`config.mk`:
```
export PLATFORM = sky130hd
export DESIGN_NAME = alu_op_sequencer
export DESIGN_NICKNAME = d
export VERILOG_FILES = /design/src/rtl/cpu_pkg.sv /design/src/rtl/reg_onehot_decoder.sv /design/src/rtl/alu_op_sequencer.sv
export SDC_FILE = /design/constraint.sdc
export NUM_CORES = 1
export LEC_CHECK = 0
export BUFFER_PORTS_ARGS = -buffer_cell sky130_fd_sc_hd__buf_2
export CORE_MARGIN = 10
export CORE_UTILIZATION = 45
export CTS_CLUSTER_SIZE = 14
export DETAILED_ROUTE_END_ITERATION = 8
export PLACE_DENSITY_LB_ADDON = 0.1
export SLEW_MARGIN = 20
export SYNTH_ARGS = -nofsm -noshare
export SYNTH_HDL_FRONTEND = slang
export SYNTH_SLANG_ARGS = --single-unit
```
`constraint.sdc`:
```
create_clock -name Clock -period 2.6 [get_ports Clock]
set_input_delay 0.26 -clock Clock [delete_from_list [all_inputs] [get_ports Clock]]
set_output_delay 0.26 -clock Clock [all_outputs]
set_load 0.005 [all_outputs]
```
`src/rtl/cpu_pkg.sv`:
```
// Shared definitions for the single-bus CPU control path: opcodes, IR field
// positions, sequencer state encoding and opcode classification helpers.
package cpu_pkg;

  localparam int OP_W = 5;

  localparam logic [OP_W-1:0] OP_ADD  = 5'b00011;
  localparam logic [OP_W-1:0] OP_SUB  = 5'b00100;
  localparam logic [OP_W-1:0] OP_AND  = 5'b00101;
  localparam logic [OP_W-1:0] OP_OR   = 5'b00110;
  localparam logic [OP_W-1:0] OP_SHR  = 5'b00111;
  localparam logic [OP_W-1:0] OP_SHRA = 5'b01000;
  localparam logic [OP_W-1:0] OP_SHL  = 5'b01001;
  localparam logic [OP_W-1:0] OP_ROR  = 5'b01010;
  localparam logic [OP_W-1:0] OP_ROL  = 5'b01011;
  localparam logic [OP_W-1:0] OP_MUL  = 5'b01111;
  localparam logic [OP_W-1:0] OP_DIV  = 5'b10000;
  localparam logic [OP_W-1:0] OP_NEG  = 5'b10001;
  localparam logic [OP_W-1:0] OP_NOT  = 5'b10010;

  localparam int OPC_LSB = 27;
  localparam int RA_LSB  = 23;
  localparam int RB_LSB  = 19;
  localparam int RC_LSB  = 15;

  typedef enum logic [3:0] {
    S_IDLE = 4'd0,
    S_T0   = 4'd1,
    S_T1   = 4'd2,
    S_T2   = 4'd3,
    S_T3   = 4'd4,
    S_T4   = 4'd5,
    S_T5   = 4'd6,
    S_T6   = 4'd7,
    S_DONE = 4'd8
  } state_t;

  function automatic logic is_unary(input logic [OP_W-1:0] op);
    return (op == OP_NEG) || (op == OP_NOT);
  endfunction

  // Wide ops produce a HI/LO result pair and need the extra T6 transfer.
  function automatic logic is_wide(input logic [OP_W-1:0] op);
    return (op == OP_MUL) || (op == OP_DIV);
  endfunction

  function automatic logic is_legal(input logic [OP_W-1:0] op);
    logic ok;
    case (op)
      OP_ADD, OP_SUB, OP_AND, OP_OR, OP_SHR, OP_SHRA, OP_SHL,
      OP_ROR, OP_ROL, OP_MUL, OP_DIV, OP_NEG, OP_NOT: ok = 1'b1;
      default:                                         ok = 1'b0;
    endcase
    return ok;
  endfunction

endpackage

```
`src/rtl/reg_onehot_decoder.sv`:
```
// Binary register index to one-hot general register strobe, gated by an enable.
module reg_onehot_decoder #(
  parameter int NUM_REGS = 16,
  parameter int REG_W    = 4
) (
  input  logic                en,
  input  logic [REG_W-1:0]    sel,
  output logic [NUM_REGS-1:0] onehot
);

  always_comb begin
    onehot = '0;
    if (en) onehot[sel] = 1'b1;
  end

endmodule

```
`src/rtl/alu_op_sequencer.sv`:
```
// Control sequencer for one register-register ALU instruction on the single-bus
// datapath: fetch, decode of the latched IR, execute and write-back.
module alu_op_sequencer #(
  parameter int NUM_REGS = 16,
  parameter int OP_W     = 5
) (
  input  logic                Clock,
  input  logic                Clear,
  input  logic                start,
  input  logic                mem_rdy,
  input  logic [31:0]         ir,
  output logic                PCout,
  output logic                Zhiout,
  output logic                Zlowout,
  output logic                MDRout,
  output logic                MARin,
  output logic                Zin,
  output logic                PCin,
  output logic                MDRin,
  output logic                IRin,
  output logic                Yin,
  output logic                HIin,
  output logic                LOin,
  output logic                IncPC,
  output logic                Read,
  output logic [NUM_REGS-1:0] reg_in,
  output logic [NUM_REGS-1:0] reg_out,
  output logic [OP_W-1:0]     alu_op,
  output logic                busy,
  output logic                done,
  output logic                illegal
);

  import cpu_pkg::*;

  localparam int REG_W = (NUM_REGS > 1) ? $clog2(NUM_REGS) : 1;

  state_t state, next_state;

  logic [4:0]       op_q;
  logic [REG_W-1:0] ra_q, rb_q, rc_q;

  logic             rin_en, rout_en;
  logic [REG_W-1:0] rout_sel;

  always_ff @(posedge Clock or negedge Clear) begin
    if (!Clear) state <= S_IDLE;
    else        state <= next_state;
  end

  // IR fields are latched on the way into T3 so execute strobes never depend
  // combinationally on the ir input.
  always_ff @(posedge Clock or negedge Clear) begin
    if (!Clear) begin
      op_q <= '0;
      ra_q <= '0;
      rb_q <= '0;
      rc_q <= '0;
    end else if (state == S_T2) begin
      op_q <= ir[OPC_LSB +: 5];
      ra_q <= ir[RA_LSB +: REG_W];
      rb_q <= ir[RB_LSB +: REG_W];
      rc_q <= ir[RC_LSB +: REG_W];
    end
  end

  always_ff @(posedge Clock or negedge Clear) begin
    if (!Clear)                               illegal <= 1'b0;
    else if (state == S_IDLE && start)        illegal <= 1'b0;
    else if (state == S_T3 && !is_legal(op_q)) illegal <= 1'b1;
  end

  always_comb begin
    next_state = state;
    PCout      = 1'b0;
    Zhiout     = 1'b0;
    Zlowout    = 1'b0;
    MDRout     = 1'b0;
    MARin      = 1'b0;
    Zin        = 1'b0;
    PCin       = 1'b0;
    MDRin      = 1'b0;
    IRin       = 1'b0;
    Yin        = 1'b0;
    HIin       = 1'b0;
    LOin       = 1'b0;
    IncPC      = 1'b0;
    Read       = 1'b0;
    alu_op     = '0;
    busy       = 1'b0;
    done       = 1'b0;
    rin_en     = 1'b0;
    rout_en    = 1'b0;
    rout_sel   = rb_q;

    case (state)
      S_IDLE: begin
        if (start) next_state = S_T0;
      end
      S_T0: begin
        busy       = 1'b1;
        PCout      = 1'b1;
        MARin      = 1'b1;
        IncPC      = 1'b1;
        Zin        = 1'b1;
        next_state = S_T1;
      end
      S_T1: begin
        busy    = 1'b1;
        Zlowout = 1'b1;
        PCin    = 1'b1;
        Read    = 1'b1;
        MDRin   = 1'b1;
        if (mem_rdy) next_state = S_T2;
      end
      S_T2: begin
        busy       = 1'b1;
        MDRout     = 1'b1;
        IRin       = 1'b1;
        next_state = S_T3;
      end
      S_T3: begin
        busy = 1'b1;
        if (!is_legal(op_q)) begin
          next_state = S_DONE;
        end else if (is_unary(op_q)) begin
          rout_en    = 1'b1;
          alu_op     = OP_W'(op_q);
          Zin        = 1'b1;
          next_state = S_T4;
        end else begin
          rout_en    = 1'b1;
          Yin        = 1'b1;
          next_state = S_T4;
        end
      end
      S_T4: begin
        busy = 1'b1;
        if (is_unary(op_q)) begin
          Zlowout    = 1'b1;
          rin_en     = 1'b1;
          next_state = S_DONE;
        end else begin
          rout_en    = 1'b1;
          rout_sel   = rc_q;
          alu_op     = OP_W'(op_q);
          Zin        = 1'b1;
          next_state = S_T5;
        end
      end
      S_T5: begin
        busy    = 1'b1;
        Zlowout = 1'b1;
        if (is_wide(op_q)) begin
          LOin       = 1'b1;
          next_state = S_T6;
        end else begin
          rin_en     = 1'b1;
          next_state = S_DONE;
        end
      end
      S_T6: begin
        busy       = 1'b1;
        Zhiout     = 1'b1;
        HIin       = 1'b1;
        next_state = S_DONE;
      end
      S_DONE: begin
        done       = 1'b1;
        next_state = S_IDLE;
      end
      default: next_state = S_IDLE;
    endcase
  end

  reg_onehot_decoder #(.NUM_REGS(NUM_REGS), .REG_W(REG_W)) u_reg_in_dec (
    .en     (rin_en),
    .sel    (ra_q),
    .onehot (reg_in)
  );

  reg_onehot_decoder #(.NUM_REGS(NUM_REGS), .REG_W(REG_W)) u_reg_out_dec (
    .en     (rout_en),
    .sel    (rout_sel),
    .onehot (reg_out)
  );

endmodule

```
* After elaboration in Yosys (flattened, before gate mapping)
Memory sizes are Yosys's and may differ from the RTL's.
Cells that the tools add are included.
** Word-level totals
- Memory bits (read-only) :: 64
- Memories kept :: 2
- Output and inout port bits :: 54
- Register bits :: 22
- Input bits :: 36
** Memory list
- (name not given) :: words 32, width 1, rd ports 1, clocked after Yosys merged registers in 0, write ports 0, RTL line cpu_pkg.sv:49 : case (op)
- (name not given) :: words 32, width 1, rd ports 1, clocked after Yosys merged registers in 0, write ports 0, RTL line cpu_pkg.sv:49
** Cells by class
- Equal/unequal tests :: 14
- Magnitude comparators :: 4
- Reduce and logical (&&, ||, !) cells :: 12
- Muxes and demuxes :: 41
** Operator list (number)
- $mux W16 :: 2
- $pmux W4 S8 :: 1
- $mux W4 :: 7
- $mux W1 :: 21
- $eq A4 B3 Y1 const B :: 4
- $eq A5 B5 Y1 const B :: 3
- $mux W5 :: 3
- $lt A4 B5 Y1 const B :: 2
- $pmux W5 S2 :: 1
- $demux W1 S4 :: 2
- $eq A4 B2 Y1 const B :: 2
- $ge A4 B1 Y1 const B :: 2
- $reduce_or A7 Y1 :: 1
- $pmux W1 S2 :: 3
- $eq A5 B4 Y1 const B :: 1
- $eq A4 B1 Y1 const B :: 1
- $eq A4 B4 Y1 const B :: 1
- $logic_and A1 B1 Y1 :: 4
- $logic_not A4 Y1 :: 1
- $ne A2 B2 Y1 const B :: 2
- $pmux W1 S3 :: 1
- $logic_or A1 B1 Y1 :: 2
- $reduce_and A2 Y1 :: 1
- $reduce_bool A2 Y1 :: 1
- other kinds (2) :: 2

* Longest topological paths before layout
Gate-level depths: netlist of run 1.
- Depth after elaboration :: 9
- Mapped depth :: 7

* Modules after synthesis
From an unflattened synthesis of run 1, not the netlist that was laid out.
** Unflattened totals
- Cell total of the unflattened synthesis :: 182
- Area, all modules :: 1615.3 um^2
** Modules (own cells, without submodules)
- alu_op_sequencer :: seq. area each 550.5 um^2, instances 1, cells each 136, area each 1377.6 um^2
- reg_onehot_decoder (u_reg_in_dec) :: seq. area each 0.0 um^2, instances 1, cells each 23, area each 120.1 um^2
- reg_onehot_decoder (u_reg_out_dec) :: seq. area each 0.0 um^2, instances 1, cells each 23, area each 117.6 um^2

* Worst setup path before layout of run 1
Ideal clock, no wire load.
- Path kind :: reg2out
- Start :: register state[1]
- End :: output port reg_out[0]
- Arrival time :: 1.717 ns
- Data required time :: 2.340 ns
- Setup slack :: 0.623 ns
- Stages on the path, launching flop included :: 7
- Path through :: dfrtp_1 buf_6 or4b_4 buf_6 a2111oi_4 a31oi_1 a21oi_1
** On the way
- Word-level cells in the longest chain between the ends :: 7
** RTL lines
- start, declared :: RTL line alu_op_sequencer.sv:38 : state_t state, next_state;
- start signal, assigned :: RTL line alu_op_sequencer.sv:48 : else state <= next_state;
- $eq A4 B3 Y1 :: RTL line alu_op_sequencer.sv:96 : case (state)
- $mux W4 :: RTL line alu_op_sequencer.sv:96
- $lt A4 B5 Y1 (implied by the code) or $ge A4 B1 Y1 (tied branches) :: RTL line reg_onehot_decoder.sv:13 : if (en) onehot[sel] = 1'b1;
- $logic_and A1 B1 Y1 (implied by the code) :: RTL line reg_onehot_decoder.sv:13
- $mux W1 (implied by the code) :: RTL line reg_onehot_decoder.sv:13
- $demux W1 S4
- $mux W16 (*) :: RTL line reg_onehot_decoder.sv:13
- end, declared :: RTL line alu_op_sequencer.sv:27 : output logic [NUM_REGS-1:0] reg_out,
Every way passes the cells marked *; elsewhere a longest branch is shown, timed or not.

* Final worst setup path of run 1
- Start :: register state[1]
- End :: output port reg_out[3]
Same word-level chain as after synthesis.

==> flow_metrics.env, run 1 <==
export IMPL_cts_buffer_depth=2
export IMPL_clk_pin_slew_ns=0.09
export IMPL_ys_flop_type="dfrtp_1"
export IMPL_p_int_uw=1210
export IMPL_p_sw_share_pct=44.9
export IMPL_port_buffers=74
export IMPL_fin_area_um2=2160
export IMPL_track_usage_pct=14.1
export IMPL_dr_first_iter_drc_count=146
export IMPL_relSlewSlack_pct=66.5
export IMPL_dp_hpwl_um=3710
export IMPL_antenna_found_initial=0
export IMPL_cp_slowest_cell="or4b_4"
export IMPL_power_density_nw_per_um2=1010
export IMPL_tightest_slew_ns=0.502
export IMPL_post_dp_cell_area_um2=2060
export IMPL_setup_worst_path_class="register to primary output"
export IMPL_syn_area_um2=1690
export IMPL_finish_utilization_pct=59.4
export IMPL_boundaryPins=90
export IMPL_worst_hold_slack_ns=0.204
export IMPL_dr_pass1_iters=4
export IMPL_hold_end="op_q[2]"
export IMPL_finalHoldViolations=0
export IMPL_drc_errors=0
export IMPL_hold_start="ir[29]"
export IMPL_cts_tree="yes"
export IMPL_synth_top_cell_by_area="dfrtp_1"
export IMPL_synth_distinct_cells=34
export IMPL_place_congestion=0.800
export IMPL_rsz0062_at_grt="yes"
export IMPL_dieArea_um2=6600
export IMPL_die_width_um=81.3
export IMPL_grt_pass1_wl_um=7730
export IMPL_min_path_type="input port to register"
export IMPL_post_route_cells_drive_above_1_share_pct=43.0
export IMPL_worstSkewPairLatency_ns=0.26
export IMPL_ir_drop_v=0.000643
export IMPL_synth_seq_cells=22
export IMPL_total_leakage_power_uw=0.00103
export IMPL_vias=1698
export IMPL_status="complete, no violations"
export IMPL_die_y_um=81.3
export IMPL_synth_edf_count=0
export IMPL_ys_warn_count=0
export IMPL_maxCapViolations=0
export IMPL_initial_core_util_pct=46.5
export IMPL_htree_levels=1
export IMPL_synthArstFlopShare_pct=100
export IMPL_p_total_uw=2190
export IMPL_synth_avg_cell_area_um2=8.75
export IMPL_post_route_period_util_pct=96.9
export IMPL_vias_per_cell=5.46
export IMPL_p_sw_uw=980
export IMPL_r2r_slack_ns=1.04
export IMPL_overflow=0
export IMPL_finalMaxSlewViolations=0
export IMPL_syn_inst=193
export IMPL_nets=300
export IMPL_regToRegStartpoint="op_q[1]"
export IMPL_timing_rr_end="state[0]"
export IMPL_worstRegToRegCells=4
export IMPL_synthToLayoutAreaGrowth_pct=27.8
export IMPL_hold_path_depth=3
export IMPL_slowest_delay_ns=0.62
export IMPL_yosysTopAreaCellShare_pct=32.6
export IMPL_clock_power_share_pct=11.5
export IMPL_critPathLaunchType="register"
export IMPL_wl_per_cell_um=15.2
export IMPL_ant_nets=0
export IMPL_diodes=0
export IMPL_power_share_sequential_pct=34.4
export IMPL_fmax_ghz=0.397
export IMPL_synthesis_nets=229
export IMPL_fin_crit_ns=2.52
export IMPL_setup_tns_final_ns=0
export IMPL_crit_arrival_ns=2.26
export IMPL_rows=22
export IMPL_wirelength_um=4740
export IMPL_finalSetupViolations=0
export IMPL_worstPathRequired_ns=2.34
export IMPL_clock_sinks=22
export IMPL_end_kind="primary output"
export IMPL_grt_max_degree=23
export IMPL_cts_root_buffer="clkbuf_8"
export IMPL_path_cells="or4b_4 -> buf_12 -> a2111oi_4 -> a31oi_1 -> a21oi_1 -> buf_2"
export IMPL_first_global_vias=1650
export IMPL_worst_path_max_fanout=10
export IMPL_comb_power_share_pct=54.1
export IMPL_coreArea_um2=3630
export IMPL_skew_ns=0.00495
export IMPL_synthTopCellsByArea="dfrtp_1 33%, mux2_2 11%, a21oi_1 6.5%"
export IMPL_synth_seq_area_share_pct=32.6
export IMPL_cts_buffers=3
export IMPL_netlist_top_cells_count="22 x a21oi_1, 22 x dfrtp_1, 17 x mux2_2"
==> flip-flops by register name, indices dropped and copies added, names as in the netlist <==
register  count
ra_q          4
state         4
illegal       1
rc_q          4
rb_q          4
op_q          5
==> how the worst max path moves through the flow <==
| stage | from | end | depth (start not counted) |
|---|---|---|---|
| 6_report | state[1] | reg_out[3] | 6 |
| 2_1_floorplan | state[1] | reg_out[0] | 6 |
| 4_1_cts | state[1] | reg_out[13] | 5 |
| 3_5_place_dp | state[1] | reg_out[13] | 5 |
| 3_3_place_gp | state[1] | reg_out[13] | 5 |
| 5_1_grt | state[1] | reg_out[13] | 5 |
==> kinds of logic (layout without fill, tap and decap cells) <==
family	count (synthesis)	after routing	share of synthesized area, %
AND/OR/NAND/NOR	82	82	26.5
multiplexers	21	21	13.7
AO/OA/AOI/OAI	45	45	19.2
buffers and inverters	22	92	7.48
XOR/XNOR	1	1	0.519
flip-flops	22	22	32.6
==> final cells by class <==
cell class              count  area (um^2)
multi-input cells         149         1020
clock buffers               4         55.1
inverters                   5         18.8
well taps                  48         60.1
fillers                   380         1480
flip-flops and latches     22          553
repair buffers             83          453
==> metrics by stage <==
stage / instances / setup WS (ns)
floorplan: 193 / 0.623
global placement: 304 / 0.324
detailed placement: 304 / 0.280
CTS: 309 / 0.0508
global route: 311 / -0.0335
finish: 311 / 0.0809
==> critical path, delay by kind of cell (launching register included) <==
kind / cells / cell delay, ns
simple gates: 1 / 0.62
compound gates: 3 / 0.58
flops: 1 / 0.49
buf+inv: 2 / 0.31
==> cell usage in the layout (no fill, tap or decap), types with 2 or more instances in the layout <==
| cell | synthesis | layout |
|---|---|---|
| inv_1 | 5 | 5 |
| nor2_1 | 16 | 16 |
| nand3b_1 | 2 | 2 |
| nand3_1 | 2 | 2 |
| nor2b_1 | 6 | 6 |
| nor3_1 | 16 | 15 |
| buf_4 | 6 | 7 |
| nand2b_1 | 11 | 11 |
| a2111oi_4 | 2 | 2 |
| dfrtp_2 | 0 | 2 |
| a21boi_0 | 2 | 2 |
| a21o_1 | 5 | 5 |
| nand2_1 | 9 | 9 |
| a31oi_1 | 4 | 4 |
| a21oi_1 | 22 | 22 |
| mux2i_1 | 4 | 4 |
| and2_1 | 7 | 7 |
| o211ai_1 | 4 | 4 |
| or4_1 | 2 | 2 |
| or2_2 | 2 | 2 |
| buf_2 | 5 | 74 |
| dfrtp_1 | 22 | 20 |
| clkbuf_8 | 0 | 4 |
| nor4_1 | 6 | 6 |
| mux2_2 | 17 | 17 |
==> layer usage <==
| layer | share of wire, % | vias up | GRT usage (%) |
|---|---|---|---|
| li1 | - | 840 | - |
| met1 | 42 | 800 | 17.3 |
| met2 | 51 | 52 | 24.2 |
| met3 | 6.7 | 6 | 3.75 |
| met4 | 1.1 | 0 | 2.94 |
| met5 | 0 | - | 0 |
==> what timing repair did <==
action / CTS / global route
pin swaps: 1 / 2
resized for setup: 0 / 3
hold buffers: 1 / 0
setup endpoints to repair: 2 / 23
buffers inserted: 0 / 2
endpoints found under the hold margin: 22 / 0
==> power by group through the flow <==
stage	clock network [uW]	registers, uW	logic (uW)
2_1_floorplan	0	660	965
3_3_place_gp	0	749	1150
3_5_place_dp	0	754	1160
4_1_cts	258	746	1170
5_1_grt	271	795	1330
6_report	251	751	1180
(Power assumes the default switching activity.)
==> inputs of run 2 (changes only) <==
--- a/config.mk
+++ b/config.mk
@@ -5,12 +5,14 @@
 export SDC_FILE = /design/constraint.sdc
 export NUM_CORES = 1
 export LEC_CHECK = 0
+export ABC_CLOCK_PERIOD_IN_PS = 2600
 export BUFFER_PORTS_ARGS = -buffer_cell sky130_fd_sc_hd__buf_2
 export CORE_MARGIN = 10
 export CORE_UTILIZATION = 45
 export CTS_CLUSTER_SIZE = 14
 export DETAILED_ROUTE_END_ITERATION = 8
-export PLACE_DENSITY_LB_ADDON = 0.1
+export HOLD_SLACK_MARGIN = 0.06
+export PLACE_DENSITY_LB_ADDON = 0.25
 export SLEW_MARGIN = 20
 export SYNTH_ARGS = -nofsm -noshare
 export SYNTH_HDL_FRONTEND = slang
==> run 2 against run 1 <==
  * Register-to-register slack lost 0.10 ns
  * Clock skew fell by 0.0010 ns
  * Core utilization is 0.17 points lower
  * Critical path depth unchanged
  * Combinational power is essentially flat
  * Critical endpoint is now reg_out[1]
  * Fmax increased by 0.13%
  * Routed wire length rose by 0.27%
  * Worst setup slack improved by 0.0033 ns
  * Largest power group unchanged
  * Cell count stayed put
  * Die area is the same
  * Via count up 1.5%
  * Highest routed layer unchanged
  * First-iteration DRC count decreased by 30%
==> flow_metrics.env, run 2 (synthesis results as in run 1) <==
export IMPL_cts_tree="yes"
export IMPL_p_total_uw=2160
export IMPL_tightest_slew_ns=0.513
export IMPL_first_global_vias=1557
export IMPL_comb_power_share_pct=55.1
export IMPL_grt_max_degree=23
export IMPL_final_cell_mix="74 x buf_2, 22 x a21oi_1, 20 x dfrtp_1"
export IMPL_crit_arrival_ns=2.26
export IMPL_end_kind="primary output"
export IMPL_vias_per_cell=5.54
export IMPL_global_route_usage_met3_pct=3.97
export IMPL_cts_buffer_depth=2
export IMPL_critPathLaunchType="register"
export IMPL_clk_pin_slew_ns=0.08
export IMPL_post_route_period_util_pct=96.8
export IMPL_initial_core_util_pct=46.5
export IMPL_met2_usage_pct=24.0
export IMPL_diodes=0
export IMPL_fin_area_um2=2150
export IMPL_relSlewSlack_pct=65.8
export IMPL_worstSkewPairLatency_ns=0.26
export IMPL_clock_sinks=22
export IMPL_power_density_nw_per_um2=1000
export IMPL_p_int_uw=1170
export IMPL_finalMaxSlewViolations=0
export IMPL_grt_busiest_layer="met2"
export IMPL_largest_reg_flops=5
export IMPL_wl_per_cell_um=15.3
export IMPL_setup_worst_path_class="register to primary output"
export IMPL_ant_nets=0
export IMPL_cts_buffers=3
export IMPL_total_leakage_power_uw=0.00102
export IMPL_post_dp_cell_area_um2=2060
export IMPL_fin_crit_ns=2.52
export IMPL_antenna_found_initial=0
export IMPL_vias=1723
export IMPL_post_route_cells_drive_above_1_share_pct=43.7
export IMPL_die_y_um=81.3
export IMPL_worst_hold_slack_ns=0.218
export IMPL_setup_tns_final_ns=0
export IMPL_nets=301
export IMPL_coreArea_um2=3630
export IMPL_grt_pass1_wl_um=7650
export IMPL_dr_pass1_iters=5
export IMPL_place_congestion=0.788
export IMPL_ir_drop_v=0.000500
export IMPL_overflow=0
export IMPL_dr_first_iter_drc_count=102
export IMPL_finalHoldViolations=0
export IMPL_rsz0062_at_grt="yes"
export IMPL_htree_levels=1
export IMPL_regMostFlops="op_q"
export IMPL_clock_power_share_pct=9.8
export IMPL_skew_ns=0.00391
export IMPL_worstPathRequired_ns=2.34
export IMPL_power_share_sequential_pct=35.1
export IMPL_status="complete, no violations"
export IMPL_dieArea_um2=6600
export IMPL_synthToLayoutAreaGrowth_pct=27.4
export IMPL_drc_errors=0
export IMPL_p_sw_share_pct=45.8
export IMPL_finish_utilization_pct=59.2
export IMPL_fmax_ghz=0.397
export IMPL_maxCapViolations=0
export IMPL_track_usage_pct=14.0
export IMPL_wirelength_um=4750
export IMPL_p_sw_uw=989
export IMPL_min_path_type="input port to register"
export IMPL_grt_use_met1_pct=17.1
export IMPL_port_buffers=74
export IMPL_worst_path_max_fanout=12
export IMPL_die_width_um=81.3
export IMPL_finalSetupViolations=0
export IMPL_boundaryPins=90
export IMPL_cts_root_buffer="clkbuf_8"
export IMPL_layout_commonest_cell="buf_2"
export IMPL_rows=22
export IMPL_dp_hpwl_um=3780
-- run 2: worst max-delay path, stage by stage, from the launching register on --
cell	delay [ns]
dfrtp_2	0.49
or4b_4	0.61
buf_4	0.17
a2111oi_4	0.26
a31oi_1	0.14
a21oi_1	0.20
buf_2	0.13
-- run 2: power by group through the flow --
stage	combinational [uW]	sequential [uW]	clock [uW]
2_1_floorplan	965	660	0
3_3_place_gp	1150	748	0
3_5_place_dp	1160	757	0
4_1_cts	1160	750	218
5_1_grt	1330	801	234
6_report	1190	759	211
-- run 2: path summary, 6_finish.rpt --
check	from	endpoint	slack, ns	cells past startpoint
setup reg to reg	op_q[1]	state[0]	0.94	4
min in group asynchronous	Clear	rc_q[1]	0.50	2
setup / recovery	state[3]	reg_out[1]	0.08	6
max in group asynchronous	Clear	state[3]	1.73	2
hold reg to reg	illegal	illegal	0.54	2
hold / removal	ir[29]	op_q[2]	0.22	3
-- run 2: layout make-up --
type                    instances  area (um^2)
fillers                       368         1480
multi-input cells             149         1030
repair buffers                 84          448
flip-flops and latches         22          553
inverters                       5         18.8
well taps                      48         60.1
clock buffers                   3         41.3
-- run 2: what timing repair did --
action                                 4_1_cts  5_1_grt
setup buffers                                0        3
endpoints found under the hold margin       22        0
hold buffers                                 1        0
setup endpoints to repair                    0       16
gates resized for setup                      0        6
-- run 2: routing by layer --
metal  vias up  part of all wire, %
met5         -                    0
met4         0                  1.0
met3         7                  8.1
met2        60                   49
met1       819                   42
li1        837                    -
-- run 2: metrics by stage --
step,instances,setup slack [ns]
CTS,308,0.0321
finish,311,0.0842
floorplan,193,0.623
global placement,304,0.390
detailed placement,304,0.319
global route,311,-0.0259
